**src/rtl/mux3_rr_arbiter.sv**
```systemverilog
// Round-robin owner of a three-source 16-bit mux: registers grant/select and the selected word.
// Optional macro ARB_HOLD_LIMIT_EN forces a release after MAX_HOLD cycles when another requester waits.
module mux3_rr_arbiter #(
    parameter int          WIDTH    = 16,
    parameter int unsigned MAX_HOLD = 8
) (
    input  logic             clk,
    input  logic             rst_n,
    input  logic [2:0]       req,
    input  logic [WIDTH-1:0] data0,
    input  logic [WIDTH-1:0] data1,
    input  logic [WIDTH-1:0] data2,
    output logic [2:0]       grant,
    output logic [1:0]       select,
    output logic [WIDTH-1:0] bus_out,
    output logic             bus_valid,
    output logic [7:0]       hold_cnt
);

    typedef enum logic {
        ST_IDLE = 1'b0,
        ST_BUSY = 1'b1
    } state_t;

    state_t           state_q, state_d;
    logic [2:0]       grant_q, grant_d;
    logic [1:0]       select_q, select_d;
    logic [1:0]       last_q, last_d;
    logic [7:0]       hold_q, hold_d;
    logic [WIDTH-1:0] bus_q, bus_d;
    logic             valid_q, valid_d;

    logic [1:0]       cand1, cand2, win_idx;
    logic [WIDTH-1:0] src_word;
    logic             req_held;
    logic             force_release;

    // An out-of-range limit leaves an empty marker block; the range is 1..255.
    if (MAX_HOLD < 1 || MAX_HOLD > 255) begin : g_max_hold_out_of_range
    end

    // Search order after the last owner: last+1, last+2, then last itself.
    always_comb begin
        cand1   = (last_q == 2'd2) ? 2'd0 : last_q + 2'd1;
        cand2   = (cand1  == 2'd2) ? 2'd0 : cand1 + 2'd1;
        win_idx = last_q;
        if (req[cand1]) begin
            win_idx = cand1;
        end else if (req[cand2]) begin
            win_idx = cand2;
        end
    end

    always_comb begin
        case (select_q)
            2'd0:    src_word = data0;
            2'd1:    src_word = data1;
            default: src_word = data2;
        endcase
    end

    assign req_held = |(req & grant_q);

`ifdef ARB_HOLD_LIMIT_EN
    localparam logic [8:0] HOLD_LIMIT = 9'(MAX_HOLD);
    assign force_release = (({1'b0, hold_q} + 9'd1) >= HOLD_LIMIT) && (|(req & ~grant_q));
`else
    assign force_release = 1'b0;
`endif

    always_comb begin
        state_d  = state_q;
        grant_d  = grant_q;
        select_d = select_q;
        last_d   = last_q;
        hold_d   = hold_q;
        bus_d    = bus_q;
        valid_d  = (state_q == ST_BUSY);
        // The word is captured only while a grant is live, so it lingers after release.
        if (state_q == ST_BUSY) begin
            bus_d = src_word;
        end
        case (state_q)
            ST_IDLE: begin
                if (|req) begin
                    grant_d  = 3'b001 << win_idx;
                    select_d = win_idx;
                    hold_d   = 8'd0;
                    state_d  = ST_BUSY;
                end
            end
            ST_BUSY: begin
                if (!req_held || force_release) begin
                    grant_d = 3'b000;
                    last_d  = select_q;
                    hold_d  = 8'd0;
                    state_d = ST_IDLE;
                end else if (hold_q != 8'hFF) begin
                    hold_d = hold_q + 8'd1;
                end
            end
            default: state_d = ST_IDLE;
        endcase
    end

    always_ff @(posedge clk) begin
        if (!rst_n) begin
            state_q  <= ST_IDLE;
            grant_q  <= 3'b000;
            select_q <= 2'd0;
            last_q   <= 2'd2;
            hold_q   <= 8'd0;
            bus_q    <= '0;
            valid_q  <= 1'b0;
        end else begin
            state_q  <= state_d;
            grant_q  <= grant_d;
            select_q <= select_d;
            last_q   <= last_d;
            hold_q   <= hold_d;
            bus_q    <= bus_d;
            valid_q  <= valid_d;
        end
    end

    assign grant     = grant_q;
    assign select    = select_q;
    assign bus_out   = bus_q;
    assign bus_valid = valid_q;
    assign hold_cnt  = hold_q;

endmodule

```
**config.mk**
```make
export PLATFORM = sky130hd
export DESIGN_NAME = mux3_rr_arbiter
export DESIGN_NICKNAME = d
export VERILOG_FILES = /design/src/rtl/mux3_rr_arbiter.sv
export SDC_FILE = /design/constraint.sdc
export NUM_CORES = 1
export LEC_CHECK = 0
export BUFFER_PORTS_ARGS = -buffer_cell sky130_fd_sc_hd__buf_2
export CORE_MARGIN = 10
export CORE_UTILIZATION = 49
export CTS_CLUSTER_DIAMETER = 120
export DETAILED_ROUTE_END_ITERATION = 8
export GPL_ROUTABILITY_DRIVEN = 1
export MAX_ROUTING_LAYER = met4
export PLACE_DENSITY = 0.84
export SLEW_MARGIN = 20
export SYNTH_ARGS = -nofsm -noshare
export SYNTH_HDL_FRONTEND = slang
export SYNTH_SLANG_ARGS = --single-unit
```
**constraint.sdc**
```tcl
create_clock -name clk -period 5.8 [get_ports clk]
set_input_delay 1.74 -clock clk [delete_from_list [all_inputs] [get_ports clk]]
set_output_delay 1.74 -clock clk [all_outputs]
set_load 0.03 [all_outputs]
```
# After elaboration in Yosys (flattened, before gate mapping)
# Index checks and enable logic that the tools add are counted.
# totals
register_bits	33
output_inout_bits	30
word_cells	49
# classes
add_sub_neg	3
n_lt_le_gt_ge	2
n_eq_ne	7
shifts	1
mux	19
n_bitwise	3
reduce_logical	7
# op_table
op	n
16-bit case mux with 2 select lines	1
8-bit two-way mux	3
8-bit case mux with 2 select lines	1
8-bit by 1-bit adder with 8-bit output, second input constant	1
2-bit two-way mux	4
8-bit inequality test, second input constant	1
2-bit AND reduction	4
2-bit by 3-bit < comparator with 1-bit output, second input constant	2
3-bit two-way mux	2
3-bit case mux with 2 select lines	1
3-bit OR reduction	2
2-bit by 1-bit adder with 2-bit output, second input constant	2
1-bit binary-select mux with 2-bit select	2
2-bit equality test, second input constant	2
1-bit two-way mux	4
2-bit inequality test, second input constant	2
3-bit AND	1
3-bit by 2-bit inequality test with 1-bit output, second input constant	1
1-bit by 2-bit left shift with 3-bit output, first input constant	1
2-bit by 1-bit equality test with 1-bit output, second input constant	1
2-bit zero test	1
1-bit inverter	2
1-bit case mux with 2 select lines	1

# Longest topological paths before layout
# Gate-level depths: netlist (run 1).
# depth
ltp_word	11
ltp_mapped	6
depth_no_buf	5

# Least setup slack after synthesis (run 1)
# No wires, ideal clock.
# synth_timing
path_type	input-to-reg
startpoint	input req[0]
endpoint	register hold_q[4], in the netlist hold_cnt[4]
setup_ns	0.070
arrival_ns	3.122
required_ns	5.730
path_slack_ns	2.608
path_stages	4
path_buffers	0
path_cell_list	a222oi_1 > nor3b_2 > or4_1 > a21oi_1
# synth_between
elab_chain_len	4
# synth_rtl
item	line	source
from (decl)	9	input logic [2:0] req,
3-bit AND	62	assign req_held = |(req & grant_q);
3-bit OR reduction	62	
8-bit two-way mux / 3-bit by 2-bit inequality test with 1-bit output (equally long branches)	--	
8-bit case mux with 2 select lines / 2-bit AND reduction (equally long branches)	--	
to (signal assigned)	120	hold_q <= hold_d;
to (decl)	29	logic [7:0] hold_q, hold_d;
# Parallel ways exist; a longest one is shown, timed or not.
# A chain may end at the register's enable or synchronous reset.

# Worst setup path after layout (run 1)
# layout_timing
startpoint	register select_q[0], in the netlist select[0]
endpoint	output select[0]
# layout_lines
item	line	source
from (decl)	27	logic [1:0] select_q, select_d;
from (signal assigned)	118	select_q <= select_d;
to (decl)	14	output logic [1:0] select,
# No word-level cell between the ends.

==> flow_summary.ini, run 1 <==
[run_status]
outcome = finished clean

[sta]
setup_viol = 0
rsz0062_at_grt = no
fin_crit_ns = 3.444
max_slew_margin_pct = 29.29
finalHoldViolations = 0
fin_crit_sh_pct = 59.38
fin_tns_setup_ns = 0
slew_violations = 0
tightest_slew_ns = 1.059
skew_ns = 0.01188
fmax_mhz = 290.4

[cts]
ctsHoldBuffers = 0
cts_buffer_depth = 2
cts_htree_levels = 2
numCtsBuffers = 5
postCtsSetupBuffers = 0
insertion_delay_ns = 0.32
cts_tree = built
cts_root_buf = clkbuf_4
path_clk_slew_ns = 0.09
cts.sinks = 33
cts_resized = 0

[synthesis]
ys_ff_latch = 33
yosysWarnings = 0
synth_cell_type_count = 40
syn_inst = 201
syn_nets = 255
netlist_area_sq_mm = 0.001704
yosysSeqAreaShare_pct = 38.77
syn_avg_cell_area_sq_um = 8.478

[global_route]
grt_use_total_pct = 14.82
grt_pass1_wl_um = 7479
grt_overflow = 0
first_global_vias = 1744
antenna_found_initial = 0
grt_max_degree = 36

[layout]
diodes = 0
ff_latch_area_sq_um = 660.6
fin_area_sq_mm = 0.002166
multi_input_area_sq_um = 963.4
drive_above_1_share_pct = 34.64
area_delta_synth_final_pct = 27.09
nets = 333
layout_common_cells = buf_2, dfxtp_1, mux2i_1
layout_commonest_cell = buf_2
nFillCells = 318

[setup_path]
cp_slowest_cell = dfxtp_1
end_kind = output port
cp_slowest_stage_delay_ns = 1.03
rr_endpoint = hold_cnt[4]
crit_fanout = 19
critical-path-top-delay-family = flip-flops
worst-path-stages = 1
worstRegToRegCells = 4
start_kind = flop
reg2reg_setup_slack_ns = 3.75
r2r_start = grant[0]
crit_path_start = select[0]
crit_required_ns = 4.06
path_buf_inv = 1
crit_end = select[0]
crit_chain = buf_2
crit_arrival_ns = 1.70
path_class = reg -> out

[power]
p_clk_share_pct = 23.1
p_leak_nw = 0.9877
switching_share_pct = 33.46
comb_power_share_pct = 26.2
power_switching_mw = 0.1748
power.internal_mw = 0.3476
peakVddDrop_mv = 0.1989
powerDensity_mw_per_mm2 = 241.2
power_frac_seq_pct = 50.6

[place]
numPortBuffers = 82
placed_area_sq_mm = 0.002115
hpwl_um = 3613
gp_congestion = 0.8038

[routing]
drc_errors = 0
drt_iter0_drc = 80
postRouteAntennaNets = 0
vias = 1698
drt_pass1_iterations = 4
route.final.wire_length_um = 4630
vias_per_cell = 5.209
wl_per_cell_um = 14.20

[floorplanning]
io_pins = 83
coreArea_sq_mm = 0.003337
die_w_um = 78.98
die_area_sq_mm = 0.006237
die_y_um = 78.98
initial_core_util_pct = 51.07
rows = 21

[flow_run]
cap_violations = 0

[hold_path]
hp-class = reg -> reg
## cells in the mapped netlist
library cell	n	share of area [%]
dfxtp_1	33	39
mux2i_1	32	19
nor2_1	28	6.2
nand2_1	23	5.1
o21ai_0	17	5.0
nand3_1	8	2.3
clkbuf_1	6	1.3
a21oi_1	5	1.5
nor3_1	4	1.2
o31ai_1	4	1.8
or4_1	3	1.3
a31oi_1	2	0.73
a32o_1	2	1.2
and2_1	2	0.73
and2b_2	2	1.0
buf_1	2	0.44
buf_2	2	0.59
inv_1	2	0.44
nand4_1	2	0.73
nor4_1	2	0.73
a211oi_1	1	0.44
a21o_2	1	0.51
a222oi_1	1	0.59
a311oi_1	1	0.51
and3_1	1	0.37
and3b_2	1	0.59
and4_1	1	0.51
buf_4	1	0.44
buf_6	1	0.66
clkbuf_8	1	0.81
ha_1	1	0.73
nand2b_1	1	0.37
nor2b_1	1	0.37
nor3b_1	1	0.44
nor3b_2	1	0.73
o211ai_1	1	0.44
o21a_1	1	0.44
o22ai_1	1	0.37
o32ai_1	1	0.51
or2_2	1	0.37
## worst min-delay path: stages (launching register included)
cell and delay, ns:
dfxtp_1 0.34, nand2_1 0.06, a21oi_1 0.06
## cell families after synthesis
family | synth area share (%)
AOI/OAI and AO/OA | 13.95
adders and majority gates | 0.7341
buffers and inverters | 4.699
DFF | 38.77
muxes | 18.80
and+or+nand+nor | 23.06
## registers in the layout, summed over array words and instances (netlist names)
register   cells
state_q        1
bus_valid      1
grant          3
last_q         2
hold_cnt       8
select         2
bus_out       16
## worst min-delay path by stage
stage | slack [ns] | end | start | depth (start not counted)
floorplan | 0.46 | last_q[0] | last_q[0] | 2
global placement | 0.47 | bus_out[1] | bus_out[1] | 2
detailed placement | 0.48 | bus_out[3] | bus_out[3] | 2
CTS | 0.50 | last_q[0] | last_q[0] | 2
global route | 0.53 | bus_out[5] | bus_out[5] | 2
finish | 0.49 | last_q[0] | last_q[0] | 2
## stage by stage
stage          total power [mW]  setup slack [ns]  hold WS (ns)  util, %  instances
3_5_place_dp             0.4083             2.210        0.4793    63.37        318
5_1_grt                  0.5531             2.261        0.5275    64.90        326
6_report                 0.5224             2.356        0.4939    64.90        326
4_1_cts                  0.5293             2.336        0.4978    64.90        326
2_1_floorplan            0.3630             2.608        0.4579        -        201
3_3_place_gp             0.4047             2.295        0.4681    63.37        318
## power by group through the flow
stage	combinational [mW]	sequential (mW)	clock, mW
6_report	0.137	0.265	0.121
4_1_cts	0.139	0.265	0.126
3_3_place_gp	0.136	0.269	0
3_5_place_dp	0.138	0.270	0
5_1_grt	0.150	0.268	0.134
2_1_floorplan	0.0764	0.287	0
## per-layer routing
layer | vias to the layer above | wire length, um | global-route usage [%]
li1 | 872 | - | -
met1 | 773 | 1757 | 14.29
met2 | 48 | 2487 | 26.67
met3 | 5 | 341 | 5.631
met4 | 0 | 44 | 4.839
met5 | - | 0 | -
## cell type report
cell class	instances	area share [%]
tap	46	2.657
inverter	2	0.3466
sequential	33	30.50
clock buffer	6	1.906
timing repair buffer	84	19.64
multi-input combinational	153	44.48
clock inverter	2	0.4622
Note: power is estimated with default switching activity, not from simulation.
==> inputs of run 2 (changes only) <==
--- a/config.mk
+++ b/config.mk
@@ -7,12 +7,12 @@
 export LEC_CHECK = 0
 export BUFFER_PORTS_ARGS = -buffer_cell sky130_fd_sc_hd__buf_2
 export CORE_MARGIN = 10
-export CORE_UTILIZATION = 49
+export CORE_UTILIZATION = 46
 export CTS_CLUSTER_DIAMETER = 120
 export DETAILED_ROUTE_END_ITERATION = 8
 export GPL_ROUTABILITY_DRIVEN = 1
 export MAX_ROUTING_LAYER = met4
-export PLACE_DENSITY = 0.84
+export PLACE_DENSITY = 0.8
 export SLEW_MARGIN = 20
 export SYNTH_ARGS = -nofsm -noshare
 export SYNTH_HDL_FRONTEND = slang
==> constraint.sdc (replaced) <==
create_clock -name clk -period 3.54 [get_ports clk]
set_input_delay 1.062 -clock clk [delete_from_list [all_inputs] [get_ports clk]]
set_output_delay 1.062 -clock clk [all_outputs]
set_load 0.03 [all_outputs]
==> run 2 against run 1 <==
  * Routed wire length up 1.6%
  * Sequential share of layout area down 1.1 points
  * Cell area up 3.8%
  * Sequential power up 57%
  * Non-clock buffer count up 4
  * First-iteration DRC count up 19%
  * Critical path type is now in -> reg
  * Critical path depth up 5
  * Worst hold slack worse by 0.0057 ns
==> flow_summary.ini, run 2 (synthesis results as in run 1) <==
[cts]
cts_buffer_depth = 2
postCtsSetupBuffers = 0
cts.sinks = 33
cts_resized = 0
insertion_delay_ns = 0.28
ctsHoldBuffers = 0
cts_tree = built
numCtsBuffers = 5
path_clk_slew_ns = 0.07
cts_htree_levels = 2
cts_root_buf = clkbuf_8

[layout]
area_delta_synth_final_pct = 31.94
nFillCells = 349
diodes = 0
drive_above_1_share_pct = 35.92
largest_reg_flops = 16
layout_common_cells = buf_2, dfxtp_1, mux2i_1
fin_area_sq_mm = 0.002248
nets = 337
layout_commonest_cell = buf_2

[setup_path]
crit_arrival_ns = 2.42
crit_fanout = 9
crit_required_ns = 3.75
path_class = in -> reg
start_kind = input port
end_kind = flop

[floorplanning]
die_w_um = 80.87
die_area_sq_mm = 0.006539
rows = 22
io_pins = 83
coreArea_sq_mm = 0.003633
die_y_um = 80.87
initial_core_util_pct = 46.90

[sta]
finalHoldViolations = 0
max_slew_margin_pct = 67.63
rsz0062_at_grt = no
tightest_slew_ns = 0.4835
slew_violations = 0
fin_crit_ns = 2.209
fmax_mhz = 452.8
fin_tns_setup_ns = 0
setup_viol = 0
fin_crit_sh_pct = 62.39
hold_ws_ns = 0.4882
skew_ns = 0.004910

[global_route]
antenna_found_initial = 0
grt_max_degree = 35
first_global_vias = 1551
grt_overflow = 0
grt_use_total_pct = 13.92
grt_pass1_wl_um = 7210

[run_status]
outcome = finished clean

[power]
powerDensity_mw_per_mm2 = 433.4
peakVddDrop_mv = 0.3158
p_leak_nw = 1.030

[place]
gp_congestion = 0.8083
numPortBuffers = 82
placed_area_sq_mm = 0.002147
hpwl_um = 3590

[routing]
wl_per_cell_um = 14.17
vias_per_cell = 5.133
postRouteAntennaNets = 0
route.final.wire_length_um = 4705
drc_errors = 0
drt_pass1_iterations = 4
drt_iter0_drc = 95
vias = 1704

[flow_run]
cap_violations = 0

[hold_path]
hp-class = reg -> reg
[run 2: final cells by class]
| type | instances | area (sq um) | share of cell area, % |
|---|---|---|---|
| Sequential cell | 33 | 660.6 | 29.38 |
| Tap cell | 48 | 60.06 | 2.671 |
| Inverter | 2 | 7.507 | 0.3339 |
| Clock buffer | 7 | 96.34 | 4.285 |
| Timing Repair Buffer | 88 | 455.4 | 20.26 |
| Multi-Input combinational cell | 153 | 963.4 | 42.85 |
| Clock inverter | 1 | 5.005 | 0.2226 |
[run 2: final timing paths]
path,start,slack [ns],endpoint,cells past startpoint
hold / removal,bus_out[2],0.49,bus_out[2],2
setup / recovery,req[0],1.33,hold_cnt[4],6
hold reg to reg,bus_out[2],0.49,bus_out[2],2
setup reg to reg,hold_cnt[0],1.76,hold_cnt[6],5
[run 2: where the power goes]
| part | internal, mW | switching [mW] |
|---|---|---|
| clock network | 0.176 | 0.133 |
| registers | 0.399 | 0.0156 |
| logic | 0.0992 | 0.152 |
[run 2: through the flow]
stage,setup slack [ns],power (mW),std cells,util (%)
2_1_floorplan,1.026,0.5948,201,-
3_3_place_gp,1.040,0.6702,324,59.09
3_5_place_dp,1.029,0.6745,324,59.09
4_1_cts,1.321,0.9828,332,61.88
5_1_grt,1.236,1.031,332,61.88
6_report,1.331,0.9745,332,61.88
[run 2: layer usage]
metal | global-route usage, % | share of wire, % | vias up
li1 | - | - | 882
met1 | 16.57 | 41 | 777
met2 | 22.77 | 52 | 43
met3 | 3.974 | 6.2 | 2
met4 | 3.114 | 0.66 | 0
met5 | - | 0 | -
[run 2: critical path: stages]
cell and delay [ns]:
buf_2 0.13, a222oi_1 0.33, buf_4 0.20, nor3b_2 0.08, or4_1 0.47, a21oi_1 0.14
==> inputs of run 3 (changes only) <==
--- a/config.mk
+++ b/config.mk
@@ -5,14 +5,15 @@
 export SDC_FILE = /design/constraint.sdc
 export NUM_CORES = 1
 export LEC_CHECK = 0
+export ABC_AREA = 1
 export BUFFER_PORTS_ARGS = -buffer_cell sky130_fd_sc_hd__buf_2
 export CORE_MARGIN = 10
-export CORE_UTILIZATION = 46
+export CORE_UTILIZATION = 41
 export CTS_CLUSTER_DIAMETER = 120
 export DETAILED_ROUTE_END_ITERATION = 8
 export GPL_ROUTABILITY_DRIVEN = 1
 export MAX_ROUTING_LAYER = met4
-export PLACE_DENSITY = 0.8
+export PLACE_DENSITY = 0.75
 export SLEW_MARGIN = 20
 export SYNTH_ARGS = -nofsm -noshare
 export SYNTH_HDL_FRONTEND = slang
==> constraint.sdc (replaced) <==
create_clock -name clk -period 2 [get_ports clk]
set_input_delay 0.6 -clock clk [delete_from_list [all_inputs] [get_ports clk]]
set_output_delay 0.6 -clock clk [all_outputs]
set_load 0.03 [all_outputs]
==> run 3 against run 2 <==
  * Cell area is 1.9% higher
  * Sequential power is 84% higher
  * Critical path depth is 4 lower
  * Area after synthesis is 1.0% higher
  * Largest power group unchanged
  * Sequential share of layout area is 0.56 points lower
  * Die area is 10% higher
  * Cell count is 19% higher
==> flow_summary.ini, run 3 <==
[synthesis]
ys.flop_type = dfxtp_1
yosysTopAreaCellShare_pct = 38.37
syn_nets = 315
synthTopCellsByCount = nand2_1, inv_1, dfxtp_1, nand3_1, a21oi_1
synthMostInstantiatedCell = nand2_1
syn_inst = 261
yosysWarnings = 0
synth-edff-count = 0
async_reset_ff_share_pct = 0
netlist_area_sq_mm = 0.001722
synth_cell_type_count = 24
synth_top_cell_by_area = dfxtp_1
yosysSeqAreaShare_pct = 38.37
synthTopCellsByArea = dfxtp_1, nand2_1, nand3_1, inv_1, a21oi_1
ys_ff_latch = 33
syn_avg_cell_area_sq_um = 6.596

[place]
hpwl_um = 4094
pre_cts_ws_ns = 0.3582
gp_congestion = 0.8583
numPortBuffers = 82

[sta]
skew_ns = 0.007140
fmax_mhz = 574.7
setup_viol = 0
rsz0062_at_grt = no
max_slew_margin_pct = 55.19
fin_crit_ns = 1.740
slew_violations = 0
tightest_slew_ns = 0.6715
fin_crit_sh_pct = 87.00
finalHoldViolations = 0
layout_setup_ws_ns = 0.2600
fin_tns_setup_ns = 0

[routing]
drt_iter0_drc = 128
wl_per_cell_um = 13.64
vias = 1925
route.final.wire_length_um = 5389
vias_per_cell = 4.873
drc_errors = 0
drt_pass1_iterations = 4
postRouteAntennaNets = 0

[layout]
nFillCells = 414
drive_above_1_share_pct = 29.28
nets = 398
layout_common_cells = buf_2, nand2_1, inv_1
area_delta_synth_final_pct = 33.14
largest_reg_flops = 16
layout_commonest_cell = buf_2
diodes = 0

[run_status]
outcome = finished clean

[setup_path]
cp_slowest_stage_delay_ns = 0.34
crit_required_ns = 1.40
path_class = reg -> out
crit_chain = buf_4 -> buf_2
cp_slowest_cell = dfxtp_1
r2r_start = hold_cnt[0]
end_kind = output port
worstRegToRegCells = 8
crit_fanout = 20
start_kind = flop
rr_endpoint = hold_cnt[3]
reg2reg_setup_slack_ns = 0.51
crit_arrival_ns = 1.14

[hold_path]
hold_end = bus_out[11]
hold-path-cell-count = 2
min_from = bus_out[11]
hp-class = reg -> reg

[cts]
insertion_delay_ns = 0.29
cts.sinks = 33
cts_root_buf = clkbuf_8
cts_resized = 0
cts_htree_levels = 2
postCtsSetupBuffers = 0
ctsHoldBuffers = 0
cts_tree = built
numCtsBuffers = 5
path_clk_slew_ns = 0.07
cts_buffer_depth = 2

[global_route]
grt_use_total_pct = 14.90
antenna_found_initial = 0
grt_overflow = 0
grt_max_degree = 23
first_global_vias = 1842
grt_pass1_wl_um = 8728

[floorplanning]
initial_core_util_pct = 42.73
die_area_sq_mm = 0.007191
die_y_um = 84.80
die_w_um = 84.80
rows = 23
coreArea_sq_mm = 0.004029
io_pins = 83

[power]
peakVddDrop_mv = 0.4376
p_leak_nw = 1.261
powerDensity_mw_per_mm2 = 857.9

[flow_run]
cap_violations = 0
run 3: cells by family after synthesis:
family / Yosys count / synth area share (%)
AOI/OAI and AO/OA: 53 / 18.17
and+or+nand+nor: 127 / 31.90
DFF: 33 / 38.37
adders and majority gates: 1 / 0.7266
buffers and inverters: 47 / 10.83
run 3: worst max-delay path by stage:
stage                startpoint          end  cells after the start
CTS                   select[1]    select[1]                      2
global route          select[1]    select[1]                      2
global placement      select[0]   bus_out[7]                      5
floorplan           hold_cnt[0]  hold_cnt[3]                      8
detailed placement    select[0]  bus_out[15]                      5
finish                select[1]    select[1]                      2
run 3: critical path: cells and delay by family, from the launching register on:
| family | cells | cell delay [ns] |
|---|---|---|
| flops | 1 | 0.34 |
| buf+inv | 2 | 0.51 |
run 3: per-layer routing:
layer	track usage (%)	part of all wire, %	routed length (um)	up-vias
met1	17.27	43	2323	837
met2	23.13	48	2595	67
met4	4.491	0.50	27	0
li1	-	-	-	1017
met3	5.894	8.2	441	4
met5	-	0	0	-
run 3: power breakdown:
group	total (mW)	switching, mW	internal (mW)	leakage, nW
Sequential	0.765	0.0415	0.724	0.271
Clock	0.649	0.243	0.406	0.0585
Combinational	0.552	0.372	0.180	0.931
Total	1.97	0.657	1.31	1.26
run 3: stage by stage:
stage / total power, mW / instances / area (sq um) / hold slack, ns / utilization [%]
floorplan: 1.154 / 261 / 1722 / 0.5293 / -
global placement: 1.326 / 387 / 2173 / 0.4576 / 53.94
detailed placement: 1.333 / 387 / 2173 / 0.4593 / 53.94
CTS: 1.985 / 395 / 2290 / 0.4812 / 56.83
global route: 2.083 / 395 / 2292 / 0.5017 / 56.89
finish: 1.967 / 395 / 2292 / 0.4806 / 56.89
run 3: cell type report:
class,count,area [sq um],area share [%]
inverters,38,142.6,6.223
flip-flops and latches,33,660.6,28.82
well taps,50,62.56,2.729
repair buffers,85,432.9,18.89
clock buffers,7,86.33,3.766
clock inverters,1,30.03,1.310
multi-input cells,181,877.1,38.26
